===== config.mk =====
export PLATFORM = sky130hd
export DESIGN_NAME = vectored_instruction_loader
export DESIGN_NICKNAME = d
export VERILOG_FILES = /design/src/rtl/vectored_instruction_loader.sv
export SDC_FILE = /design/constraint.sdc
export NUM_CORES = 1
export LEC_CHECK = 0
export CAP_MARGIN = 20
export CORE_MARGIN = 2
export CORE_UTILIZATION = 46
export DETAILED_ROUTE_END_ITERATION = 16
export GPL_TIMING_DRIVEN = 0
export PLACE_DENSITY = 0.8
export SLEW_MARGIN = 20
export SYNTH_ARGS = -nofsm -noshare
export SYNTH_HDL_FRONTEND = slang
export SYNTH_SLANG_ARGS = --single-unit

===== constraint.sdc =====
create_clock -name clk -period 2.55 [get_ports clk]
set_clock_uncertainty 0.15 [all_clocks]
set_input_delay 0.6375 -clock clk [delete_from_list [all_inputs] [get_ports clk]]
set_output_delay 0.6375 -clock clk [all_outputs]
set_load 0.005 [all_outputs]

===== src/rtl/vectored_instruction_loader.sv =====
// vectored_instruction_loader: injects BRK opcodes for reset, NMI and IRQ entry and supervises each entry sequence
module vectored_instruction_loader #(
    parameter int IRQ_CHANNELS = 4,
    parameter int DATA_WIDTH = 8,
    parameter logic [DATA_WIDTH-1:0] BRK_OPCODE = '0,
    parameter int TIMEOUT_CYCLES = 15,
    localparam int CW = (IRQ_CHANNELS > 1) ? $clog2(IRQ_CHANNELS) : 1
) (
    input  logic                    clk,
    input  logic                    nrst,
    input  logic                    enableFFs,
    input  logic                    nmiIn,
    input  logic [IRQ_CHANNELS-1:0] irqIn,
    input  logic [IRQ_CHANNELS-1:0] irqMask,
    input  logic                    processStatusRegIFlag,
    input  logic                    loadNextInstruction,
    input  logic [DATA_WIDTH-1:0]   externalDB,
    input  logic                    interruptFlagWasSet,
    output logic [DATA_WIDTH-1:0]   nextInstruction,
    output logic                    instructionRegReadEnable,
    output logic                    initiateInterruptWithPCDecrement,
    output logic                    enableIFlag,
    output logic                    resetRunning,
    output logic                    nmiRunning,
    output logic                    irqRunning,
    output logic [CW-1:0]           activeChannel,
    output logic [1:0]              vectorSelect,
    output logic                    sequenceTimeout
);
    localparam logic [2:0] RST_PEND = 3'd0, RST_RUN = 3'd1, IDLE = 3'd2, INT_PEND = 3'd3, INT_RUN = 3'd4;
    // source codes double as the vectorSelect encoding
    localparam logic [1:0] SRC_RST = 2'b00, SRC_NMI = 2'b01, SRC_IRQ = 2'b10;
    logic [2:0] state;
    logic [1:0] src, eff_src;
    logic [7:0] cnt;
    logic [IRQ_CHANNELS-1:0] irq_pending;
    logic [CW-1:0] low_channel;
    logic nmi_latched, nmi_prev, nmi_edge, irq_req, cancel, brk, inject_nmi, int_state, timeout_hit;

    assign irq_pending = irqIn & ~irqMask;
    assign irq_req = |irq_pending && !processStatusRegIFlag;
    assign nmi_edge = nmiIn && !nmi_prev;
    // a pending NMI pre-empts an IRQ entry that has not yet been loaded
    assign eff_src = (src == SRC_IRQ && (nmi_edge || nmi_latched)) ? SRC_NMI : src;
    assign cancel = state == INT_PEND && eff_src == SRC_IRQ && !irq_req;
    assign brk = state == INT_PEND && !cancel;
    assign inject_nmi = brk && loadNextInstruction && eff_src == SRC_NMI;
    assign int_state = state == INT_PEND || state == INT_RUN;
    assign timeout_hit = cnt + 8'd1 == 8'(TIMEOUT_CYCLES);

    assign nextInstruction = (state == RST_PEND || brk) ? BRK_OPCODE : externalDB;
    assign instructionRegReadEnable = state == RST_PEND || loadNextInstruction;
    assign initiateInterruptWithPCDecrement = brk && loadNextInstruction;
    assign enableIFlag = state == RST_PEND || state == RST_RUN || state == INT_RUN;
    assign resetRunning = state == RST_PEND || state == RST_RUN;
    assign nmiRunning = int_state && src == SRC_NMI;
    assign irqRunning = int_state && src == SRC_IRQ;
    assign vectorSelect = resetRunning ? SRC_RST : int_state ? src : 2'b11;

    // lowest-index unmasked request wins the channel grant
    always_comb begin
        low_channel = '0;
        for (int i = IRQ_CHANNELS - 1; i >= 0; i--)
            if (irq_pending[i]) low_channel = CW'(i);
    end

    // entry sequencer, NMI edge latch and timeout supervision
    always_ff @(posedge clk or negedge nrst) begin
        if (!nrst) begin
            state <= RST_PEND;
            src <= SRC_RST;
            cnt <= '0;
            nmi_latched <= 1'b0;
            nmi_prev <= 1'b0;
            activeChannel <= '0;
            sequenceTimeout <= 1'b0;
        end else if (enableFFs) begin
            nmi_prev <= nmiIn;
            if (inject_nmi) nmi_latched <= 1'b0;
            else if (nmi_edge) nmi_latched <= 1'b1;
            case (state)
                RST_PEND: begin
                    state <= RST_RUN;
                    cnt <= '0;
                end
                RST_RUN, INT_RUN: begin
                    cnt <= cnt + 8'd1;
                    if (interruptFlagWasSet) state <= IDLE;
                    else if (timeout_hit) begin
                        state <= IDLE;
                        sequenceTimeout <= 1'b1;
                    end
                end
                IDLE: begin
                    if (nmi_latched) begin
                        state <= INT_PEND;
                        src <= SRC_NMI;
                    end else if (irq_req) begin
                        state <= INT_PEND;
                        src <= SRC_IRQ;
                        activeChannel <= low_channel;
                    end
                end
                INT_PEND: begin
                    src <= eff_src;
                    if (eff_src == SRC_IRQ && irq_req) activeChannel <= low_channel;
                    if (cancel) state <= IDLE;
                    else if (loadNextInstruction) begin
                        state <= INT_RUN;
                        cnt <= '0;
                    end
                end
                default: state <= RST_PEND;
            endcase
        end
    end
endmodule


# [After elaboration in Yosys (flattened, before gate mapping)]
# Cells that the tools add are included.
# W data, S select, Z words.
[totals] reg_bits=18 input_bits=23
[classes] addsub=1 eq_ne=17 mux=27 bitwise_logic=3 reduce_logical=33
[ops] op="$mux W2" n=12
[ops] op="$mux W8" n=3
[ops] op="$pmux W8 S3" n=1
[ops] op="$mux W3" n=6
[ops] op="$pmux W3 S4" n=1
[ops] op="$reduce_and A4 Y1" n=3
[ops] op="$logic_and A1 B1 Y1" n=11
[ops] op="$ne A3 B3 Y1 const B" n=3
[ops] op="$add A8 B1 Y8 const B" n=1
[ops] op="$eq A8 B4 Y1 const B" n=1
[ops] op="$ne A2 B2 Y1 const B" n=4
[ops] op="$pmux W2 S2" n=2
[ops] op="$eq A3 B2 Y1 const B" n=2
[ops] op="$logic_or A1 B1 Y1" n=6
[ops] op="$reduce_and A5 Y1" n=1
[ops] op="$and A4 B4 Y4" n=1
[ops] op="$eq A2 B1 Y1 const B" n=2
[ops] op="$eq A2 B2 Y1 const B" n=2
[ops] op="$logic_not A1 Y1" n=4
[ops] op="$not A4 Y4" n=1
[ops] op="$reduce_bool A2 Y1" n=2
[ops] op="$reduce_or A4 Y1" n=1
[ops] op="$eq A3 B1 Y1 const B" n=1
[ops] op="$eq A3 B3 Y1 const B" n=1
[ops] op="8 further kinds" n=9

# [Longest topological paths before layout]
[depth] depth_word=14 mapped_depth=7 depth_no_buf=7

# [Least setup slack after synthesis]
# Ideal clock, no wire load.
[synth_timing] path_type="in2out" startpoint="input port irqIn[1]" endpoint="output port nextInstruction[0]" t_arrival_ns=1.728 t_required_ns=1.762 slack_ns=0.035 cell_stages=4 path_buffers=0 path_cell_list="nor2b_1 > o41ai_4 > a21o_1 > and3_1"
[synth_between] elab_chain_cells=9
[synth_rtl] element="start: declaration" line_no="13" rtl="input logic [IRQ_CHANNELS-1:0] irqIn,"
[synth_rtl] element="$and A4 B4 Y4" line_no="40" rtl="assign irq_pending = irqIn & ~irqMask;"
[synth_rtl] element="$reduce_or A4 Y1" line_no="41" rtl="assign irq_req = |irq_pending && !processStatusRegIFlag;"
[synth_rtl] element="$logic_and A1 B1 Y1" line_no="41"
[synth_rtl] element="$logic_not A1 Y1" line_no="45" rtl="assign cancel = state == INT_PEND && eff_src == SRC_IRQ && !irq_req;"
[synth_rtl] element="$logic_and A1 B1 Y1" line_no="45"
[synth_rtl] element="$logic_not A1 Y1" line_no="46" rtl="assign brk = state == INT_PEND && !cancel;"
[synth_rtl] element="$logic_and A1 B1 Y1" line_no="46"
[synth_rtl] element="$logic_or A1 B1 Y1" line_no="51" rtl="assign nextInstruction = (state == RST_PEND || brk) ? BRK_OPCODE : externalDB;"
[synth_rtl] element="$mux W8" line_no="51"
[synth_rtl] element="end: declaration" line_no="19" rtl="output logic [DATA_WIDTH-1:0] nextInstruction,"
# No other way between the ends.

# [Worst setup path in the final report]
[layout_timing] startpoint="input port irqIn[2]" endpoint="output port nextInstruction[2]"
# Same word-level chain as after synthesis.

==> results.toml <==
[worst_setup_path]
slowest_delay_ps = 420
rr_worst_depth = 7
cp_slowest_cell = "o41ai_4"
crit_path_start_kind = "input pin"
arrival_ps = 1960
path_class = "in -> out"
worstSetupEndpointType = "output port"
crit_chain = "buf_6, nor2b_4, o41ai_4, a21o_1, buf_6, buf_6, and3_4, buf_6"
crit_fanout = 3
cpMostUsedCell = "buf_6"
critPathRequiredTime_ps = 1760

[drt]
vias = 1356
ant_nets = 0
drtIter0Drc = 63
routed_wl_mm = 3.727
drc = 0
avgRoutedWirePerCell_um = 15.66
drt_first_pass_iters = 4
viasPerCell = 5.697

[floorplan]
pin_count = 42
die_h_um = 56.91
fp-row-count = 19
dieArea_um2 = 3238
die_x_um = 56.91
core_area_um2 = 2710
start_util_pct = 47.51

[power_and_ir_drop]
p_comb_share_pct = 66.0
leakage_nw = 0.9415
intPower_mw = 1.094
peakVddDrop_v = 0.0007218
netSwitchingFraction_pct = 39.60
seq_power_share_pct = 24.0
power_switching_uw = 717.2
power_frac_clock_pct = 10.0
p_per_area_nw_per_um2 = 915.0
finalPower_mw = 1.811

[layout]
n_antenna_cell = 0
drive_gt1_share_pct = 31.88
fin_nets = 233
fin_cells = 238
area_delta_synth_final_pct = 53.74

[sta]
fin_crit_sh_pct = 107.7
rsz0062_at_grt = "yes"
finalMaxSlewViolations = 0
hold_violations = 0
slew_headroom_pct = 46.43
hold_ws_ps = 332.6
post-route-min-period_ps = 2745
setup_viol = 9
layout_setup_ws_ps = -195.4
max_freq_mhz = 364.2
tightest_slew_ps = 801.0

[clocking]
cts_sinks = 18
clk_latency_ps = 310
cts.htree.levels = 1
cts_tree = "yes"
cts_hold_buf = 0
clock-root-buffer = "clkbuf_4"
cts.clk_slew.worst_paths_ps = 100
cts_made_buffers = 3
clockBufferDepth = 2

[run]
max-cap-violations = 0

[run_status]
status = "finished, violations left"
violations = "negative setup slack"

[synth]
avgSynthCellArea_um2 = 8.879
yosysUniqueCellTypes = 42
yosysWarnings = 0
ys_ff_latch = 18
syn-instance-count = 145
synth.net_count = 170
syn_area_um2 = 1287
ys_seq_area_share_pct = 34.99

[global_routing]
overflow = 0
track_usage_pct = 23.02
grt_first_pass_wirelength_mm = 5.947
antenna_found_initial = 0
grt_pass1_vias = 1306
grt_max_degree = 19

[placed_design]
gp_congestion = 0.8282
io_buffers = 41
hpwl_mm = 2.536
dp.cells = 217

[worst_hold_path]
worstHoldPathCells = 1
hold_class = "reg -> reg"
-- cell families (layout without fill, tap and decap cells) --
kind of cell / after synthesis / in the layout / share of synthesized area [%]
simple gates: 62 / 62 / 26.14
compound gates: 46 / 47 / 27.50
flops: 18 / 18 / 34.99
buf+inv: 10 / 71 / 3.887
mux: 4 / 4 / 3.498
xor+xnor: 3 / 3 / 2.041
fa+ha+maj: 2 / 2 / 1.943
-- synth_stat cells --
library cell | count | share of area, %
a221oi_1 | 1 | 0.68
o21ai_0 | 14 | 5.4
o21ai_1 | 1 | 0.39
or2_1 | 1 | 0.49
buf_6 | 1 | 0.87
o41ai_4 | 1 | 2.1
a221o_1 | 1 | 0.78
o22a_1 | 2 | 1.4
nand2b_1 | 9 | 4.4
nor4_1 | 1 | 0.49
mux2_1 | 1 | 0.87
mux2_2 | 3 | 2.6
nand2_1 | 6 | 1.7
o31ai_1 | 1 | 0.58
nor3_2 | 1 | 0.78
or3b_1 | 1 | 0.68
nor3b_1 | 2 | 1.2
and3_1 | 11 | 5.3
a31o_4 | 1 | 1.4
a311o_1 | 1 | 0.78
xnor2_1 | 1 | 0.68
a31oi_1 | 2 | 0.97
ha_1 | 2 | 1.9
or3_1 | 1 | 0.49
nor2b_1 | 6 | 2.9
nor3_1 | 4 | 1.6
o21a_1 | 5 | 2.9
a32o_1 | 1 | 0.78
a21oi_1 | 6 | 2.3
nor2_1 | 14 | 4.1
o31ai_2 | 3 | 2.9
a41o_1 | 1 | 0.78
a41oi_1 | 1 | 0.68
or2_2 | 1 | 0.49
dfrtp_1 | 18 | 35
a211o_1 | 1 | 0.68
nand3_1 | 4 | 1.6
buf_2 | 4 | 1.6
a211o_2 | 1 | 0.78
inv_1 | 5 | 1.5
a21o_1 | 2 | 1.2
xor2_1 | 2 | 1.4
-- per-layer routing --
layer	share of wire [%]	vias to the layer above	GRT usage [%]
met5	0	-	0
met4	1.1	0	4.983
met3	4.8	4	6.452
met2	54	41	41.22
met1	40	654	27.35
li1	-	657	-
-- cell type report --
cell class,instances,area [um2]
Buffer,5,50.05
Sequential cell,18,450.4
Fill cell,193,730.7
Clock buffer,4,36.28
Inverter,5,18.77
Timing Repair Buffer,57,488.0
Multi-Input combinational cell,118,897.1
Tap cell,31,38.79
-- per-stage QoR --
stage / utilization, % / TNS, ps / cell area (um2) / setup slack (ps)
finish: 73.04 / -1361 / 1979 / -195.4
global route: 73.04 / -1692 / 1979 / -242.2
CTS: 70.96 / -691.2 / 1923 / -165.6
detailed placement: 64.08 / -11070 / 1737 / -1047
global placement: 64.08 / -10020 / 1737 / -982.4
floorplan: - / 0 / 1287 / 34.62
-- state kept, by name, summed over array words and instances, names as in the netlist --
signal and count:
cnt 8, state 3, activeChannel 2, sequenceTimeout 1, nmi_latched 1, src 2
nmi_prev 1
-- power by group through the flow --
stage	combinational [mW]	clock, mW	sequential, mW
final	1.19	0.181	0.435
after global routing	1.29	0.192	0.443
after CTS	1.09	0.181	0.429
after detailed placement	0.942	0	0.433
after global placement	0.915	0	0.425
after floorplan	0.538	0	0.415
-- cells in the final DEF (no fill, tap or decap), types with 3 or more instances in the layout --
cell / n
dfrtp_1: 18
dlygate4sd2_1: 4
buf_4: 12
and3_1: 10
nor2b_4: 5
o21a_1: 5
buf_2: 13
mux2_2: 3
nand2b_1: 7
nor3_1: 3
a21oi_1: 6
a21o_1: 3
inv_1: 3
o21ai_0: 14
nor2_1: 11
clkbuf_4: 3
nand2_1: 5
o31ai_2: 3
nand3_1: 4
buf_6: 10
clkdlybuf4s50_1: 19
-- worst max-delay path: cells and delay by family --
kind,cells,cell delay [ps]
AO/OA/AOI/OAI,2,650
AND/OR/NAND/NOR,2,300
buffers and inverters,4,380
-- what timing repair did --
action | CTS | global route
endpoints found under the setup margin | 13 | 13
cloned | 1 | 0
pin swaps | 5 | 0
gates resized for setup | 94 | 10
setup buffers | 12 | 4
-- worst paths after layout --
check / from / to / slack (ps)
min in group asynchronous: nrst / cnt[3]$_DFFE_PN0P_ / 630
hold reg to reg: sequenceTimeout$_DFFE_PN0P_ / sequenceTimeout$_DFFE_PN0P_ / 330
max in group asynchronous: nrst / src[1]$_DFFE_PN0P_ / 1120
hold / removal: sequenceTimeout$_DFFE_PN0P_ / sequenceTimeout$_DFFE_PN0P_ / 330
setup / recovery: irqIn[2] / nextInstruction[2] / -200
setup reg to reg: state[2]$_DFFE_PN0P_ / state[2]$_DFFE_PN0P_ / 440
No activity file was read; power rests on OpenSTA's default activity.
